$ cat src/rtl/k007232_pkg.sv
// Shared definitions for the k007232 command sequencer: register map, address
// encoding, command record and FSM states.
package k007232_pkg;

  localparam logic [3:0] REG_PRE_LO    = 4'd0;
  localparam logic [3:0] REG_PRE_HI    = 4'd1;
  localparam logic [3:0] REG_START_LO  = 4'd2;
  localparam logic [3:0] REG_START_MID = 4'd3;
  localparam logic [3:0] REG_START_HI  = 4'd4;
  localparam logic [3:0] REG_TRIG      = 4'd5;
  localparam logic [3:0] REG_LOOP      = 4'd13;
  localparam logic [3:0] CH2_OFS       = 4'd6;

  // Write sequence positions: 0..4 channel regs, then loop reg, then trigger.
  localparam logic [2:0] STEP_LOOP = 3'd5;
  localparam logic [2:0] STEP_TRIG = 3'd6;

  typedef struct packed {
    logic        ch;
    logic [11:0] pitch;
    logic [1:0]  mode;
    logic [16:0] start;
    logic        loop;
  } cmd_t;

  typedef enum logic [2:0] {
    ST_IDLE,
    ST_SETUP,
    ST_STROBE,
    ST_HOLD,
    ST_DONE
  } state_t;

  function automatic logic [3:0] ab_enc(input logic [3:0] idx);
    return {idx[3:1], ~idx[0]};
  endfunction

  function automatic logic [3:0] reg_idx(input logic ch, input logic [2:0] step);
    logic [3:0] base;
    case (step)
      3'd0:    base = REG_PRE_LO;
      3'd1:    base = REG_PRE_HI;
      3'd2:    base = REG_START_LO;
      3'd3:    base = REG_START_MID;
      3'd4:    base = REG_START_HI;
      3'd5:    base = REG_LOOP;
      default: base = REG_TRIG;
    endcase
    // The loop register is shared; every other register has a CH2 copy.
    if (ch && (step != STEP_LOOP)) base = base + CH2_OFS;
    return base;
  endfunction

endpackage

$ cat src/rtl/k007232_rr_arb.sv
// Two-way round-robin arbiter: a lone requester always wins; on contention the
// requester other than the last-granted one (i_ptr) wins.
module k007232_rr_arb (
  input  logic [1:0] i_valid,
  input  logic       i_ptr,
  output logic [1:0] o_gnt
);

  always_comb begin
    o_gnt = 2'b00;
    case (i_valid)
      2'b01:   o_gnt = 2'b01;
      2'b10:   o_gnt = 2'b10;
      2'b11:   o_gnt = i_ptr ? 2'b01 : 2'b10;
      default: o_gnt = 2'b00;
    endcase
  end

endmodule

$ cat src/rtl/k007232_seq.sv
// Host-side command sequencer for the k007232: arbitrates two requesters and
// plays out the register writes for a "play" command, skipping unchanged ones.
module k007232_seq
  import k007232_pkg::*;
#(
  parameter int WR_LEN   = 2,
  parameter int HOLD_LEN = 1
) (
  input  logic        CLK,
  input  logic        NRES,
  input  logic [1:0]  REQ_VALID,
  output logic [1:0]  REQ_READY,
  input  logic [1:0]  REQ_CH,
  input  logic [23:0] REQ_PITCH,
  input  logic [3:0]  REQ_MODE,
  input  logic [33:0] REQ_START,
  input  logic [1:0]  REQ_LOOP,
  output logic        DACS,
  output logic [3:0]  AB,
  output logic [7:0]  DB,
  output logic        DB_OE,
  output logic        BUSY,
  output logic        DONE,
  output logic        GNT_ID
);

  localparam int CNT_W = 8;

  state_t           r_state;
  logic [CNT_W-1:0] r_cnt;
  logic [2:0]       r_step;
  cmd_t             r_cmd;
  logic             r_dacs;
  logic [3:0]       r_ab;
  logic [7:0]       r_db;
  logic             r_db_oe;
  logic             r_busy;
  logic             r_done;
  logic             r_gnt_id;
  logic [7:0]       r_sh [2][5];
  logic [4:0]       r_sv [2];
  logic [1:0]       r_loop_sh;
  logic             r_loop_vld;

  logic [1:0] w_gnt;
  logic       w_sel;
  logic       w_hs;
  logic       w_hold_end;
  cmd_t       w_req_cmd;
  cmd_t       w_cmd;
  logic [1:0] w_loop_base;
  logic [1:0] w_loop_new;
  logic [7:0] w_val [7];
  logic [6:0] w_need;
  logic [2:0] w_from;
  logic [2:0] w_next;

  k007232_rr_arb u_arb (
    .i_valid (REQ_VALID),
    .i_ptr   (r_gnt_id),
    .o_gnt   (w_gnt)
  );

  assign REQ_READY  = (r_state == ST_IDLE) ? w_gnt : 2'b00;
  assign w_sel      = w_gnt[1];
  assign w_hs       = |(REQ_VALID & REQ_READY);
  assign w_hold_end = (r_state == ST_HOLD) && (r_cnt == '0);

  always_comb begin
    w_req_cmd       = '0;
    w_req_cmd.ch    = REQ_CH[w_sel];
    w_req_cmd.pitch = w_sel ? REQ_PITCH[23:12] : REQ_PITCH[11:0];
    w_req_cmd.mode  = w_sel ? REQ_MODE[3:2]    : REQ_MODE[1:0];
    w_req_cmd.start = w_sel ? REQ_START[33:17] : REQ_START[16:0];
    w_req_cmd.loop  = REQ_LOOP[w_sel];
  end

  // In IDLE the write plan is built from the incoming command, otherwise from
  // the latched one; the same lookup serves the first and every later write.
  assign w_cmd       = (r_state == ST_IDLE) ? w_req_cmd : r_cmd;
  assign w_from      = (r_state == ST_IDLE) ? 3'd0 : r_step + 3'd1;
  assign w_loop_base = r_loop_vld ? r_loop_sh : 2'b00;
  assign w_loop_new  = w_cmd.ch ? {w_cmd.loop, w_loop_base[0]}
                                : {w_loop_base[1], w_cmd.loop};

  always_comb begin
    w_val[0] = w_cmd.pitch[7:0];
    w_val[1] = {2'b00, w_cmd.mode, w_cmd.pitch[11:8]};
    w_val[2] = w_cmd.start[7:0];
    w_val[3] = w_cmd.start[15:8];
    w_val[4] = {7'b0, w_cmd.start[16]};
    w_val[5] = {6'b0, w_loop_new};
    w_val[6] = 8'h00;
  end

  always_comb begin
    w_need = '0;
    for (int k = 0; k < 5; k++)
      w_need[k] = !(r_sv[w_cmd.ch][k] && (r_sh[w_cmd.ch][k] == w_val[k]));
    w_need[5] = !(r_loop_vld && (r_loop_sh == w_loop_new));
    w_need[6] = 1'b1;
  end

  // Lowest needed step at or after w_from; the trigger always qualifies.
  always_comb begin
    w_next = STEP_TRIG;
    for (int k = 5; k >= 0; k--)
      if (w_need[k] && (3'(k) >= w_from)) w_next = 3'(k);
  end

  always_ff @(posedge CLK or negedge NRES) begin
    if (!NRES) begin
      r_state    <= ST_IDLE;
      r_cnt      <= '0;
      r_step     <= 3'd0;
      r_dacs     <= 1'b1;
      r_ab       <= 4'd0;
      r_db       <= 8'd0;
      r_db_oe    <= 1'b0;
      r_busy     <= 1'b0;
      r_done     <= 1'b0;
      r_gnt_id   <= 1'b1;
      r_sv[0]    <= '0;
      r_sv[1]    <= '0;
      r_loop_vld <= 1'b0;
    end else begin
      case (r_state)
        ST_IDLE: begin
          if (w_hs) begin
            r_gnt_id <= w_sel;
            r_busy   <= 1'b1;
            r_step   <= w_next;
            r_ab     <= ab_enc(reg_idx(w_cmd.ch, w_next));
            r_db     <= w_val[w_next];
            r_db_oe  <= 1'b1;
            r_state  <= ST_SETUP;
          end
        end
        ST_SETUP: begin
          r_dacs  <= 1'b0;
          r_cnt   <= CNT_W'(WR_LEN - 1);
          r_state <= ST_STROBE;
        end
        ST_STROBE: begin
          if (r_cnt == '0) begin
            r_dacs  <= 1'b1;
            r_cnt   <= CNT_W'(HOLD_LEN - 1);
            r_state <= ST_HOLD;
          end else begin
            r_cnt <= r_cnt - 1'b1;
          end
        end
        ST_HOLD: begin
          if (r_cnt == '0) begin
            if (r_step < STEP_LOOP)       r_sv[r_cmd.ch][r_step] <= 1'b1;
            else if (r_step == STEP_LOOP) r_loop_vld <= 1'b1;
            if (r_step == STEP_TRIG) begin
              r_done  <= 1'b1;
              r_busy  <= 1'b0;
              r_db_oe <= 1'b0;
              r_state <= ST_DONE;
            end else begin
              r_step  <= w_next;
              r_ab    <= ab_enc(reg_idx(w_cmd.ch, w_next));
              r_db    <= w_val[w_next];
              r_state <= ST_SETUP;
            end
          end else begin
            r_cnt <= r_cnt - 1'b1;
          end
        end
        ST_DONE: begin
          r_done  <= 1'b0;
          r_state <= ST_IDLE;
        end
        default: r_state <= ST_IDLE;
      endcase
    end
  end

  // Command and shadow contents need no reset: valid flags gate their use.
  always_ff @(posedge CLK) begin
    if ((r_state == ST_IDLE) && w_hs) r_cmd <= w_req_cmd;
    if (w_hold_end && (r_step < STEP_LOOP)) r_sh[r_cmd.ch][r_step] <= r_db;
    if (w_hold_end && (r_step == STEP_LOOP)) r_loop_sh <= r_db[1:0];
  end

  assign DACS   = r_dacs;
  assign AB     = r_ab;
  assign DB     = r_db;
  assign DB_OE  = r_db_oe;
  assign BUSY   = r_busy;
  assign DONE   = r_done;
  assign GNT_ID = r_gnt_id;

endmodule

$ cat config.mk
export PLATFORM = sky130hd
export DESIGN_NAME = k007232_seq
export DESIGN_NICKNAME = d
export VERILOG_FILES = /design/src/rtl/k007232_pkg.sv /design/src/rtl/k007232_rr_arb.sv /design/src/rtl/k007232_seq.sv
export SDC_FILE = /design/constraint.sdc
export NUM_CORES = 1
export LEC_CHECK = 0
export ABC_CLOCK_PERIOD_IN_PS = 7100
export CAP_MARGIN = 15
export CELL_PAD_IN_SITES_DETAIL_PLACEMENT = 1
export CELL_PAD_IN_SITES_GLOBAL_PLACEMENT = 2
export CORE_MARGIN = 8
export CORE_UTILIZATION = 42
export DETAILED_ROUTE_END_ITERATION = 8
export PLACE_DENSITY = 0.87
export SLEW_MARGIN = 30
export SYNTH_ARGS = -nofsm -noshare
export SYNTH_HDL_FRONTEND = slang
export SYNTH_SLANG_ARGS = --single-unit
$ cat constraint.sdc
create_clock -name CLK -period 7.1 [get_ports CLK]
set_clock_uncertainty 0.15 [all_clocks]
set_input_delay 1.42 -clock CLK [delete_from_list [all_inputs] [get_ports CLK]]
set_output_delay 1.42 -clock CLK [all_outputs]
set_load 0.02 [all_outputs]
==> results.md <==
* Required @ worst endpoint at 7.26 ns
* Post-route total power at 3.21 mW
* Vias/cell at 5.93
* Asr flop ratio synth at 26.3%
* Initial antenna violation count at 0
* Detail Route Antenna Nets at 0
* Final wirelength at 23,800 um
* Worst-Margin Slew at 1.00 ns
* Seq/Total Area, Yosys at 56.6%
* Final critical-path share of the clock period at 76.4%
* Prevailing post-synth register cell: edfxtp_1
* Power Density at 336 nW/um^2
* Final setup fails at 0
* Routed vias at 5,767
* DP Wirelength at 16,500 um
* DIE AREA at 23,500 sq um
* DRC violation count after routing at 0
* Setup CP Type: in2reg
* RSZ-0062 raised after global routing: no
* Clk slew on worst S/H paths at 0.06 ns
* CTS tree: done
* DIE WIDTH at 153 um
* Max VDD drop at 0.181 mV
* Die Height at 153 um
* Final Slew Violations at 0
* Crit path max fanout at 34
* Setup TNS at 0 ns
* EDFF count, synth at 115
* Clk Latency, worst-skew pair at 0.43 ns
* Final instance area at 9550 sq um
* Fin. Hold Viols at 0
* H-Tree Level Count at 4
* Most common cell after layout, fill and taps aside: edfxtp_1
* Distinct cells, synth at 77
* Most frequent cells in the layout: edfxtp_1 (115), clkdlybuf4s50_1 (87), nand2_1 (46)
* Slew margin rel. at 33.0%
* GPL Wtd Cong at 0.852
* Post-CTS setup buffer count at 0
* Synth-to-Final Area Change at 20.6%
* CTS Buffer Depth at 2
* DRT iter0 DRCs at 483
* Yosys reg bits at 156
* Mean Syn Cell Area at 12.3 sq um
* Startpoint Class: input pin
* Starting Density at 42.6%
* Final #Nets at 801
* Clock tree root buffer cell: clkbuf_16
* # hold bufs at CTS at 0
* Final worst slack at 1.68 ns
* DR pass1 iterations at 5
* TritonCTS Buffers at 17
* Port Buffers at 88
* Status: finished clean
* Post-Syn Nets at 719
* GRT Total Usage at 20.3%
* Fin Hold WS at 0.327 ns
* Placed cells at 941
* Yosys warns at 0
* Layout cells sized above 1 at 13.1%
* Synth Cell Area at 7910 sq um
* Row count at 50
* Max Cap Viol at 0
* Clock Sinks at 156
* Critical Path AT at 5.59 ns
* Inserted Diodes at 0
* Number of global-route vias before repair at 6,191
* WL/cell at 24.4 um
* FMAX at 184 MHz
* Top Ports at 89
* GR Overflow Total at 0
* Leakage power at 3.40 nW
* Area after DPL at 8980 sq um
* Post-CTS sizing at 0
* Worst hold path type: reg2reg
* First-pass GRT wire length at 36,600 um
* Pre-CTS setup slack at 1.27 ns
* Final core utilization at 51.4%
* Crit. End Element: flip-flop
* Final std cells w/o fill at 973
* Crit path time final at 5.42 ns
* Core Region at 18,600 sq um
* Largest net degree at the start of global routing at 42
* Syn Inst Count at 644
* Reg2reg setup slack at 2.38 ns
-- cells by family after synthesis --
kind of cell / after synthesis / synth area share [%]
AO/OA/AOI/OAI: 143 / 13.4
XOR/XNOR: 37 / 4.09
adder cells (fa/ha/maj): 5 / 0.791
buffers and inverters: 61 / 3.84
flip-flops: 156 / 56.6
multiplexers: 75 / 10.1
AND/OR/NAND/NOR: 167 / 11.2
-- cell type report --
cell class | count | area [sq um]
Tap cell | 234 | 293
Timing Repair Buffer | 101 | 986
Fill cell | 1917 | 9030
Clock inverter | 12 | 125
Sequential cell | 156 | 4480
Inverter | 23 | 86.3
Clock buffer | 20 | 437
Multi-Input combinational cell | 427 | 3140
-- layer usage --
metal  part of all wire (%)  GRT usage [%]
met5                      0              0
met1                     43           25.3
met4                    3.0           8.81
met3                    5.7           4.76
met2                     48           33.4
-- registers in the layout, summed over array words and instances, names as in the netlist --
| signal | count |
|---|---|
| r_cnt | 8 |
| r_step | 3 |
| AB | 4 |
| r_loop_vld | 1 |
| DB | 8 |
| r_state | 3 |
| r_sv | 10 |
| BUSY | 1 |
| r_cmd | 33 |
| r_loop_sh | 2 |
| DACS | 1 |
| DONE | 1 |
| GNT_ID | 1 |
| r_sh | 80 |
-- worst max-delay path, stage by stage --
cell	delay [ns]
clkdlybuf4s50_1	0.64
a21boi_4	0.24
buf_4	0.42
o221ai_2	0.22
nand2_4	0.36
mux2i_1	0.32
xnor2_1	0.12
nor4_1	0.49
a21o_2	0.29
nand2b_4	0.12
o21bai_1	0.46
o211ai_1	0.18
a32o_1	0.29
-- Yosys cell counts, drive strengths merged, types with 6 or more instances --
| cell | number | area (sq um) |
|---|---|---|
| nor2 | 33 | 126 |
| a21oi | 18 | 97.6 |
| xnor2 | 22 | 193 |
| mux2 | 35 | 394 |
| inv | 23 | 86.3 |
| a32o | 6 | 60.1 |
| mux2i | 40 | 404 |
| nor3 | 10 | 61.3 |
| nor4b | 15 | 138 |
| o21ai | 33 | 169 |
| nand3 | 23 | 115 |
| dfrtp | 39 | 976 |
| buf | 23 | 161 |
| o221ai | 15 | 138 |
| a31oi | 6 | 37.5 |
| nand2 | 48 | 190 |
| o211ai | 20 | 150 |
| or2 | 12 | 75.1 |
| clkbuf | 15 | 56.3 |
| edfxtp | 115 | 3450 |
| nor4 | 6 | 37.5 |
| xor2 | 15 | 131 |
-- power breakdown --
part	internal [mW]	switching, mW	total [mW]
sequential	1.14	0.184	1.33
combinational	0.404	0.596	1.00
clock	0.515	0.369	0.884
-- path summary, 6_finish.rpt --
path / cells past startpoint / from / endpoint
hold / removal: 1 / r_sv[8] / r_sv[8]
max in group asynchronous: 2 / NRES / r_sv[7]
setup / recovery: 13 / REQ_VALID[1] / DB[3]
setup reg to reg: 13 / r_state[2] / DB[3]
hold reg to reg: 1 / r_sv[8] / r_sv[8]
min in group asynchronous: 2 / NRES / r_cnt[6]
Note: power is estimated with default switching activity, not from simulation.
